### src/rtl/bcd_seg_display.sv
// Four-digit multiplexed seven-segment driver for a common-anode display.
// Scans the captured BCD digits with a per-slot anode-off guard band.
module bcd_seg_display #(
  parameter int REFRESH_DIV  = 100000,
  parameter int BLANK_CYCLES = 1000
) (
  input  logic       clk,
  input  logic       rst,
  input  logic [1:0] Hundreds,
  input  logic [3:0] Tens,
  input  logic [3:0] Ones,
  input  logic       Load,
  input  logic       LZB,
  output logic [6:0] Seg,
  output logic [3:0] An,
  output logic       Frame
);

  localparam int CW = $clog2(REFRESH_DIV);
  localparam logic [CW-1:0] LAST = CW'(REFRESH_DIV - 1);
  localparam logic [CW-1:0] BLK  = CW'(BLANK_CYCLES);

  typedef enum logic [1:0] {DIG0, DIG1, DIG2, DIG3} slot_t;

  slot_t         r_state;
  logic [CW-1:0] r_cnt;
  logic [9:0]    r_hold;
  logic [9:0]    r_snap;

  logic          w_wrap;
  slot_t         w_state_nxt;
  logic [CW-1:0] w_cnt_nxt;
  logic [9:0]    w_snap_nxt;
  logic [3:0]    w_digit;
  logic          w_blank;
  logic [6:0]    w_seg_nxt;
  logic [3:0]    w_an_nxt;
  logic          w_frame_nxt;

  function automatic logic [6:0] seg_decode(input logic [3:0] d);
    case (d)
      4'd0:    seg_decode = 7'b1000000;
      4'd1:    seg_decode = 7'b1111001;
      4'd2:    seg_decode = 7'b0100100;
      4'd3:    seg_decode = 7'b0110000;
      4'd4:    seg_decode = 7'b0011001;
      4'd5:    seg_decode = 7'b0010010;
      4'd6:    seg_decode = 7'b0000010;
      4'd7:    seg_decode = 7'b1111000;
      4'd8:    seg_decode = 7'b0000000;
      4'd9:    seg_decode = 7'b0010000;
      default: seg_decode = 7'b0111111;
    endcase
  endfunction

  assign w_wrap     = (r_cnt == LAST);
  assign w_cnt_nxt  = w_wrap ? '0 : r_cnt + 1'b1;
  // The snapshot reads the hold register before this edge's Load lands.
  assign w_snap_nxt = w_wrap ? r_hold : r_snap;

  always_comb begin
    w_state_nxt = r_state;
    if (w_wrap) begin
      case (r_state)
        DIG0:    w_state_nxt = DIG1;
        DIG1:    w_state_nxt = DIG2;
        DIG2:    w_state_nxt = DIG3;
        default: w_state_nxt = DIG0;
      endcase
    end
  end

  always_comb begin
    w_digit = w_snap_nxt[3:0];
    w_blank = 1'b0;
    w_an_nxt = 4'hF;
    case (w_state_nxt)
      DIG0: begin
        w_digit  = w_snap_nxt[3:0];
        w_an_nxt = 4'b1110;
      end
      DIG1: begin
        w_digit  = w_snap_nxt[7:4];
        w_blank  = LZB && (w_snap_nxt[9:8] == 2'd0) && (w_snap_nxt[7:4] == 4'd0);
        w_an_nxt = 4'b1101;
      end
      DIG2: begin
        w_digit  = {2'b00, w_snap_nxt[9:8]};
        w_blank  = LZB && (w_snap_nxt[9:8] == 2'd0);
        w_an_nxt = 4'b1011;
      end
      default: begin
        w_blank  = 1'b1;
        w_an_nxt = 4'hF;
      end
    endcase
    if (w_cnt_nxt < BLK) w_an_nxt = 4'hF;
  end

  assign w_seg_nxt   = w_blank ? 7'h7F : seg_decode(w_digit);
  assign w_frame_nxt = (w_state_nxt == DIG3) && (w_cnt_nxt == LAST);

  // Outputs are computed from next-state values so they track (state, cnt)
  // in the same cycle while remaining purely registered.
  always_ff @(posedge clk or posedge rst) begin
    if (rst) begin
      r_state <= DIG0;
      r_cnt   <= '0;
      r_hold  <= '0;
      r_snap  <= '0;
      Seg     <= 7'h7F;
      An      <= 4'hF;
      Frame   <= 1'b0;
    end else begin
      r_state <= w_state_nxt;
      r_cnt   <= w_cnt_nxt;
      r_snap  <= w_snap_nxt;
      if (Load) r_hold <= {Hundreds, Tens, Ones};
      Seg     <= w_seg_nxt;
      An      <= w_an_nxt;
      Frame   <= w_frame_nxt;
    end
  end

endmodule
### config.mk
export PLATFORM = sky130hd
export DESIGN_NAME = bcd_seg_display
export DESIGN_NICKNAME = d
export VERILOG_FILES = /design/src/rtl/bcd_seg_display.sv
export SDC_FILE = /design/constraint.sdc
export NUM_CORES = 1
export LEC_CHECK = 0
export CAP_MARGIN = 5
export CELL_PAD_IN_SITES_DETAIL_PLACEMENT = 0
export CELL_PAD_IN_SITES_GLOBAL_PLACEMENT = 1
export CORE_MARGIN = 1.5
export CORE_UTILIZATION = 41
export DETAILED_ROUTE_END_ITERATION = 16
export PLACE_DENSITY_LB_ADDON = 0.1
export SYNTH_ARGS = -nofsm -noshare
export SYNTH_HDL_FRONTEND = slang
export SYNTH_SLANG_ARGS = --single-unit
export TNS_END_PERCENT = 1
### constraint.sdc
create_clock -name clk -period 3.6 [get_ports clk]
set_input_delay 0.72 -clock clk [delete_from_list [all_inputs] [get_ports clk]]
set_output_delay 0.72 -clock clk [all_outputs]
set_load 0.05 [all_outputs]
==> impl_results.rst <==
.. list-table::
   :header-rows: 1

   * - Metric
     - Value
   * - Total nets after synthesis
     - 272
   * - Netlist area before placement
     - about 2700 um2
   * - I/O Buffers
     - 24
   * - Part of the cycle the worst path needs
     - around 94%
   * - # rows
     - 29
   * - Setup repair after global routing missed its margin
     - false
   * - Max-cap violations
     - 0
   * - First-pass GRT wire length
     - 9.11 mm
   * - Leak Pwr
     - 0.00149 uW
   * - Commonest register cell after synthesis
     - sky130_fd_sc_hd__dfrtp_1
   * - H-tree Lvls
     - 2
   * - Initial detailed-routing violation count
     - 64
   * - Number of nets still failing antenna checks after routing
     - 0
   * - Aggregate routed wire length
     - 5.34 mm
   * - Crit path time final
     - 3400 ps
   * - Critical R2R Capture
     - Seg[3]
   * - Setup slack on the worst flop-to-flop path
     - 200 ps
   * - Number of setup violations in the final report
     - 0
   * - Post-synthesis sequential element count
     - 50
   * - Vias per Instance
     - a little over 5
   * - Fmax
     - 294 MHz
   * - Hold_buf cts
     - 0
   * - Buffer depth of the longest clock path
     - 2
   * - Max VDD drop
     - 0.201 mV
   * - Fin worst setup slack
     - 201 ps
   * - Slew HR
     - 66.8%
   * - Via count of the first global-routing pass
     - 1,818
   * - Worst reg2reg path depth
     - 13
   * - Result of the run
     - finished, final reports clean
   * - Routed WL per cell
     - 15.0 um
   * - Number of CTS-inserted buffers
     - 5
   * - Critical Path Start Type
     - flop
   * - Critical Path Sink
     - Seg[3]
   * - Antenna fix cells
     - 0
   * - Post-synth EDFFs
     - 0
   * - Antenna violations before repair
     - 0
   * - Die area
     - 7020 um2
   * - CP Data Arrival Time
     - 3650 ps
   * - Clock Skew
     - a little over 10 ps
   * - Part of the Yosys area used for sequential elements
     - a little under half
   * - Gate count after technology mapping
     - 243
   * - Endpoint type of the worst setup path
     - flop
   * - Syn. warnings
     - 0
   * - Kind of critical path
     - reg -> reg
   * - Final hold slack
     - 504 ps
   * - Pwr per Cell Area
     - 324 nW/um2
   * - Actual slew at the worst max-slew pin
     - around 500 ps
   * - Most common cell type on the critical path
     - sky130_fd_sc_hd__ha_1
   * - Maximum number of pins on one net before global-route repair
     - 20
   * - Critical register-to-register path startpoint
     - r_cnt[6]
   * - Placer congestion estimate
     - 0.780
   * - Area added between synthesis and finish
     - 18.2%
   * - Placeable core area
     - 6310 um2
   * - Layout cell share with drive strength beyond 1
     - between 20 and 30%
   * - Grt total ovfl
     - 0
   * - Worst-path clk slew
     - 90 ps
   * - Highest net fanout along the worst path
     - 6
   * - Effective utilization at floorplan
     - about 42%
   * - Async set-or-reset flop fraction in the synthesized netlist
     - 100%
   * - Die Span Y
     - approximately 84 um
   * - Mean instance size in the synthesized netlist
     - 11.0 um2
   * - Clock Latency Late Sink
     - 300 ps
   * - Pre-antenna DRT Iters
     - 4
   * - Worst EP required
     - 3850 ps
   * - Clock tree from TritonCTS
     - built
   * - Standard cell with the maximum stage delay on the critical path
     - sky130_fd_sc_hd__mux4_2
   * - Register cell area after layout
     - 1260 um2
   * - Final count of pins violating max slew
     - 0
   * - Detailed-route via count
     - 1,814
   * - HPWL reported at the end of detailed placement
     - 4.10 mm
   * - Count of unresolved DRC violations after routing
     - 0
   * - CTS Root Buffer Type
     - sky130_fd_sc_hd__clkbuf_8
   * - Fillcell total
     - 608
   * - Critical path origin
     - r_cnt[6]
   * - Critical-path cell list
     - and2b_1 > or4b_4 > nor2_4 > nor2_1 > a21oi_1 > inv_1 > ha_1 > a22o_2 > mux4_2 > inv_2 > ha_1 > mux2i_1 > a21o_2
   * - Minimum setup slack after placement
     - 140 ps
   * - Setup TNS
     - 0 ps
   * - Area occupied by multi-input gates
     - 1310 um2
   * - Total number of nets in the final design
     - a little over 300
   * - Placed standard-cell area
     - 3040 um2
   * - Overall Global Routing Usage
     - 16.4%
   * - Boundary pin count
     - 26
   * - Total number of clock tree sinks
     - 50
   * - Final-report hold violation count
     - 0
   * - Kind of path behind the tightest hold check
     - reg -> reg
   * - Die Width
     - approximately 84 um
   * - Finished Cell Area
     - 3170 um2
   * - Synth cell types
     - 59
   * - Worst path max stage delay
     - approximately 540 ps
[placed cells by master, fill, tap and decap left out, drive strengths merged, types with 5 or more instances in the layout]
cell type,count
clkdlybuf4s50,24
o21ai,9
buf,11
xor2,8
dfstp,10
nand2,22
nor2,17
dfrtp,40
clkbuf,5
ha,15
and3,7
a21o,5
mux2,13
nand3,11
inv,17
xnor2,7
[what timing repair did]
action,4_1_cts,5_1_grt
setup endpoints to repair,0,6
resized for setup,0,3
setup buffers,0,1
[where the power goes]
group / total [uW] / switching (uW) / internal, uW
Sequential: 583 / 10.4 / 573
Combinational: 43.8 / 19.5 / 24.3
Clock: 398 / 191 / 207
[worst min path at each step]
stage	end	start	cells after the start	slack (ps)
after floorplan	r_snap[1]	r_snap[1]	2	430
after global placement	r_snap[1]	r_snap[1]	2	480
after detailed placement	r_snap[1]	r_snap[1]	2	480
after CTS	r_snap[1]	r_snap[1]	2	500
after global routing	r_snap[1]	r_snap[1]	2	510
final	r_snap[1]	r_snap[1]	2	500
[metal layers]
layer | vias to the layer above | wire (um) | GRT usage, %
met5 | - | 0 | 0
met4 | 0 | 33 | 4.02
met3 | 2 | 207 | 3.36
met2 | 35 | 2440 | 25.9
met1 | 874 | 2660 | 23.1
li1 | 903 | - | -
[synthesized netlist by cell type (4+ instances only)]
| cell type | instances | area [um2] |
|---|---|---|
| sky130_fd_sc_hd__a21o_2 | 4 | 35.0 |
| sky130_fd_sc_hd__and2_2 | 4 | 30.0 |
| sky130_fd_sc_hd__and3_1 | 4 | 25.0 |
| sky130_fd_sc_hd__dfrtp_1 | 40 | 1000 |
| sky130_fd_sc_hd__dfstp_2 | 10 | 263 |
| sky130_fd_sc_hd__ha_1 | 15 | 188 |
| sky130_fd_sc_hd__inv_1 | 17 | 63.8 |
| sky130_fd_sc_hd__mux2_2 | 13 | 146 |
| sky130_fd_sc_hd__nand2_1 | 21 | 78.8 |
| sky130_fd_sc_hd__nand3_1 | 11 | 55.1 |
| sky130_fd_sc_hd__nor2_1 | 16 | 60.1 |
| sky130_fd_sc_hd__o21ai_0 | 8 | 40.0 |
| sky130_fd_sc_hd__xnor2_1 | 7 | 61.3 |
| sky130_fd_sc_hd__xor2_1 | 8 | 70.1 |
[cell families after synthesis]
family                   share of synthesized area [%]
AO/OA/AOI/OAI                                     10.7
XOR/XNOR                                          4.91
adder cells (fa/ha/maj)                           7.01
buffers and inverters                             4.39
flip-flops                                        47.2
multiplexers                                      7.43
other                                            0.140
AND/OR/NAND/NOR                                   18.2
[sequential cells by signal (all words and copies together) (netlist names)]
name and flops:
An 3, Frame 1, Seg 7, r_cnt 17, r_hold 10, r_snap 10, r_state 2
[worst max-delay path, delay by kind of cell, from the launching register on]
| kind | cells | cell delay, ps |
|---|---|---|
| simple gates | 4 | 970 |
| mux | 2 | 670 |
| compound gates | 3 | 560 |
| fa+ha+maj | 2 | 500 |
| flops | 1 | 440 |
| buf+inv | 2 | 220 |
[through the flow]
step           power (uW)  instances  util [%]
6_report             1030        355      50.1
5_1_grt              1070        355      50.1
4_1_cts              1040        354      49.9
3_5_place_dp          640        346      48.1
3_3_place_gp          639        346      48.1
2_1_floorplan         615        243         -
[cell type report]
type | instances | area share, %
Clock inverter | 3 | 1.42
Tap cell | 77 | 3.04
Sequential cell | 50 | 39.9
Multi-Input combinational cell | 168 | 41.2
Inverter | 17 | 2.02
Clock buffer | 5 | 2.17
Timing Repair Buffer | 35 | 10.2
No activity file was read; power rests on OpenSTA's default activity.
